$ cat src/rtl/univ_reg.sv
// -----------------------------------------------------------------------------
// univ_reg -- universal register: parallel load, shift, rotate, increment and
// decrement, all clocked on the falling edge of CLKb.
//
// Parameters
//   WIDTH    register width in bits (2..32)
//   RST_VAL  value loaded into Q by a synchronous reset
//
// Ports
//   CLKb  in   clock; every state update happens on its falling edge
//   RST   in   synchronous active-high reset (beats EN and MODE)
//   EN    in   operation enable; 0 holds all state
//   MODE  in   [2:0] operation select (see mode_e)
//   D     in   [WIDTH-1:0] parallel load data
//   SIN   in   serial input for SHL/SHR
//   Q     out  [WIDTH-1:0] register contents
//   Qb    out  [WIDTH-1:0] registered complement of Q
//   SOUT  out  bit moved out by the last shift/rotate (registered)
//   CO    out  carry/borrow of the last enabled operation (registered)
//   ZERO  out  Q == 0, combinational from Q
// -----------------------------------------------------------------------------
module univ_reg #(
  parameter int               WIDTH   = 8,
  parameter logic [WIDTH-1:0] RST_VAL = '0
) (
  input  logic             CLKb,
  input  logic             RST,
  input  logic             EN,
  input  logic [2:0]       MODE,
  input  logic [WIDTH-1:0] D,
  input  logic             SIN,
  output logic [WIDTH-1:0] Q,
  output logic [WIDTH-1:0] Qb,
  output logic             SOUT,
  output logic             CO,
  output logic             ZERO
);

  if (WIDTH < 2 || WIDTH > 32) begin : g_bad_width
    $error("univ_reg: WIDTH must be in 2..32");
  end

  typedef enum logic [2:0] {
    MODE_HOLD = 3'b000,
    MODE_LOAD = 3'b001,
    MODE_SHL  = 3'b010,
    MODE_SHR  = 3'b011,
    MODE_ROL  = 3'b100,
    MODE_ROR  = 3'b101,
    MODE_INC  = 3'b110,
    MODE_DEC  = 3'b111
  } mode_e;

  logic [WIDTH-1:0] q_q, q_d;
  logic [WIDTH-1:0] qb_q;
  logic             sout_q, sout_d;
  logic             co_q, co_d;

  // Next-state for an enabled, non-reset edge.
  always_comb begin
    // NOTE: every output of this block gets a default first so no path
    // through the case can leave one unassigned and infer a latch.
    q_d    = q_q;
    sout_d = sout_q;
    co_d   = 1'b0;   // only INC/DEC can raise the flag; every other op clears it
    unique case (mode_e'(MODE))
      MODE_HOLD: ;
      MODE_LOAD: q_d = D;
      MODE_SHL: begin
        q_d    = {q_q[WIDTH-2:0], SIN};
        sout_d = q_q[WIDTH-1];
      end
      MODE_SHR: begin
        q_d    = {SIN, q_q[WIDTH-1:1]};
        sout_d = q_q[0];
      end
      MODE_ROL: begin
        q_d    = {q_q[WIDTH-2:0], q_q[WIDTH-1]};
        sout_d = q_q[WIDTH-1];
      end
      MODE_ROR: begin
        q_d    = {q_q[0], q_q[WIDTH-1:1]};
        sout_d = q_q[0];
      end
      MODE_INC: begin
        q_d  = q_q + WIDTH'(1);
        co_d = &q_q;    // wrap from all ones to zero
      end
      MODE_DEC: begin
        q_d  = q_q - WIDTH'(1);
        co_d = ~|q_q;   // borrow from zero to all ones
      end
      default: ;
    endcase
  end

  // State register on the falling edge. Qb is loaded from the same next
  // value as Q, so the pair is complementary after every edge, reset included.
  always_ff @(negedge CLKb) begin
    // NOTE: sequential state uses non-blocking assignments so every register
    // samples the pre-edge values, regardless of statement order.
    if (RST) begin
      q_q    <= RST_VAL;
      qb_q   <= ~RST_VAL;
      sout_q <= 1'b0;
      co_q   <= 1'b0;
    end else if (EN) begin
      q_q    <= q_d;
      qb_q   <= ~q_d;
      sout_q <= sout_d;
      co_q   <= co_d;
    end
  end

  assign Q    = q_q;
  assign Qb   = qb_q;
  assign SOUT = sout_q;
  assign CO   = co_q;
  assign ZERO = ~|q_q;

endmodule

$ cat config.mk
export PLATFORM = sky130hd
export DESIGN_NAME = univ_reg
export DESIGN_NICKNAME = d
export VERILOG_FILES = /design/src/rtl/univ_reg.sv
export SDC_FILE = /design/constraint.sdc
export NUM_CORES = 1
export LEC_CHECK = 0
export CORE_MARGIN = 2
export CORE_UTILIZATION = 25
export CTS_CLUSTER_DIAMETER = 200
export DETAILED_ROUTE_END_ITERATION = 12
export GPL_TIMING_DRIVEN = 0
export MAX_ROUTING_LAYER = met4
export PLACE_DENSITY = 0.44
export SLEW_MARGIN = 30
export SYNTH_ARGS = -nofsm -noshare
export SYNTH_HDL_FRONTEND = slang
export SYNTH_SLANG_ARGS = --single-unit
$ cat constraint.sdc
create_clock -name CLKb -period 3.8 [get_ports CLKb]
set_input_delay 0.57 -clock CLKb [delete_from_list [all_inputs] [get_ports CLKb]]
set_output_delay 0.57 -clock CLKb [all_outputs]
set_load 0.01 [all_outputs]
==> metrics.yaml <==
logic_synthesis:
  syn_nets: 191
  synthArstFlopShare_pct: 0
  ys_seq_elements: 18
  avgSynthCellArea_um2: 7.766
  synth_seq_area_share_pct: 26.67
  synth-edff-count: 0
  post-synth-top-count-cell: "dfxtp_1"
  synthCells: 174
  yosysTopAreaCell: "dfxtp_1"
  synth_area_um2: 1351
  yosys-top-cells-count: "18 x dfxtp_1, 15 x o21ai_0, 14 x nor2_1"
  synthFlopType: "dfxtp_1"
  synth.top_cells.by_area: "dfxtp_1 27%, mux2_2 6.7%, o21ai_0 5.6%"
  yosys.area.top_type_share_pct: 26.67
  ys_types: 53
  ys_warn_count: 0
sta:
  hold_viol: 0
  fin_skew_ns: 0.01609
  slew_violations: 0
  fin_ws_ns: -0.5637
  rsz0062_at_grt: "true"
  finalSetupViolCount: 4
  worstMarginPinSlew_ns: 0.5523
  setup_tns_ns: -0.9085
  maxSlewHeadroom_pct: 63.18
global_routing:
  antenna_found_initial: 0
  grt_pass1_vias: 1732
  met1_usage_pct: 21.89
  grt-ovfl-total: 0
  grt_pass1_wl_mm: 8.576
  globalRouteMet2Util_pct: 30.26
  grt_max_degree: 11
  grt_usage_pct: 18.20
  grt.busiest_layer: "met2"
  met3_usage_pct: 4.302
critical_path:
  crit_slowest_cell: "or4_4"
  reg2reg_depth: 8
  reg2reg_slack_ns: 1.45
  path_buf_inv: 1
  crit_arrival_ns: 3.79
  critPathMostFrequentCell: "or4_4"
  cp.required_ns: 3.23
  worstSetupPathType: "flop to output port"
  max_stage_delay_ns: 0.53
  cp-start-kind: "flop"
  critical_path.top_delay_family: "simple AND/OR/NAND/NOR gates"
  crit_chain: "or4_4 > or4_4 > nor2_4 > buf_6"
  cp_max_fo: 2
  worst-path-stages: 4
  cp-end-kind: "output port"
run_status:
  status: "finished, violations left"
  violations: "negative setup slack"
power_and_ir_drop:
  ir_drop_mv: 0.1617
  p_sw_uw: 260.0
  p_leak_uw: 0.0009632
  p_sw_share_pct: 37.45
  internal_power_uw: 434.2
  p_clk_share_pct: 32.4
  powerDensity_nw_per_um2: 302.8
  power.share.combinational_pct: 36.2
  pwr-share-seq_pct: 31.4
min_path:
  hold_depth: 2
  hold_class: "flop to flop"
cells_and_area:
  fin_nets: 264
  drive_above_1_share_pct: 31.71
  antennaDiodeCount: 0
  areaGrowthSynthToFinish_pct: 69.63
clocking:
  cts_tree: "built"
  path_clk_slew_ns: 0.05
  cts_buffers: 3
  cts_buffer_depth: 2
  clk_latency_ns: 0.34
  cts_hold_buf: 0
  root_buffer: "clkbuf_8"
  cts_sinks: 18
  ctsHtreeMaxLevel: 1
run:
  maxCapViolCount: 0
route:
  firstDrtPassIters: 4
  vias_per_cell: 5.177
  drtIter0Drc: 39
  drc: 0
  wire_per_inst_um: 16.43
  vias: 1636
  routed_wl_mm: 5.191
  ant_nets: 0
floorplanning:
  die_h_um: 77.52
  num_rows: 26
  pin_count: 34
  die_x_um: 77.52
  initial_utilization_pct: 26.12
  fp.dieArea_um2: 6009
  coreArea_um2: 5172
place:
  routabilityCongestion: 0.8240
  portBuffers: 32
  place_ws_ns: -1.296
  hpwl_mm: 3.426
-- through the flow --
step	util, %	hold slack [ns]	std cells	instance area (um2)	total power (uW)
after floorplan	-	0.5114	174	1448	368.4
after global placement	35.87	0.4628	276	1856	448.7
after detailed placement	35.97	0.4693	276	1861	451.6
after CTS	43.13	0.4824	313	2231	695.3
after global routing	44.32	0.5157	316	2292	757.2
final	44.32	0.4792	316	2292	694.2
-- cell usage in the layout (no fill, tap or decap), drive strengths merged, types with 4 or more instances in the layout --
cell / n
nor2: 14
clkbuf: 13
inv: 21
or3: 4
buf: 30
mux2i: 4
nand3: 6
nor4: 4
clkdlybuf4s50: 25
dfxtp: 18
o21ai: 15
a21oi: 13
mux2: 8
nand2: 8
-- routing by layer --
metal / wire length, um / up-vias
li1: - / 806
met1: 2297 / 775
met2: 2592 / 51
met3: 260 / 4
met4: 41 / 0
met5: 0 / -
-- power by group through the flow --
stage | clock [uW] | sequential, uW | combinational [uW]
3_5_place_dp | 30.6 | 221 | 200
6_report | 225 | 218 | 251
4_1_cts | 236 | 218 | 241
5_1_grt | 264 | 220 | 273
2_1_floorplan | 30.6 | 225 | 113
3_3_place_gp | 30.6 | 220 | 198
-- timing repair --
action	in CTS	in global routing
resized for setup	51	18
setup buffers	16	5
pin swaps	19	6
endpoints found under the setup margin	22	17
-- path summary, 6_finish.rpt --
check,startpoint,to
max,Q[0],ZERO
min,Qb[0],Qb[0]
max reg2reg,Q[1],Qb[6]
min reg2reg,Qb[0],Qb[0]
-- cell families after synthesis --
kind of cell             count (synthesis)  share of synthesized area (%)
AO/OA/AOI/OAI                           57                          28.34
XOR/XNOR                                 4                          2.593
adder cells (fa/ha/maj)                  2                          1.852
buffers and inverters                   21                          6.202
flip-flops                              18                          26.67
multiplexers                            12                          9.630
AND/OR/NAND/NOR                         60                          24.72
-- layout make-up --
type | instances | area [um2]
clock buffer | 3 | 41.29
clock inverter | 19 | 72.57
timing repair buffer | 53 | 495.5
multi-input combinational | 135 | 1092
buffer | 15 | 120.1
inverter | 3 | 11.26
fill | 535 | 2880
tap | 70 | 87.58
sequential | 18 | 371.6
-- worst reg2reg max path, delay by kind of cell (launching register included) --
family,cells,cell delay [ns]
buffers and inverters,1,0.41
DFF,1,0.37
AOI/OAI and AO/OA,2,0.28
adders and majority gates,1,0.23
xor gates and xnor gates,1,0.13
and+or+nand+nor,3,0.86
Power figures use the tool's default switching activity.
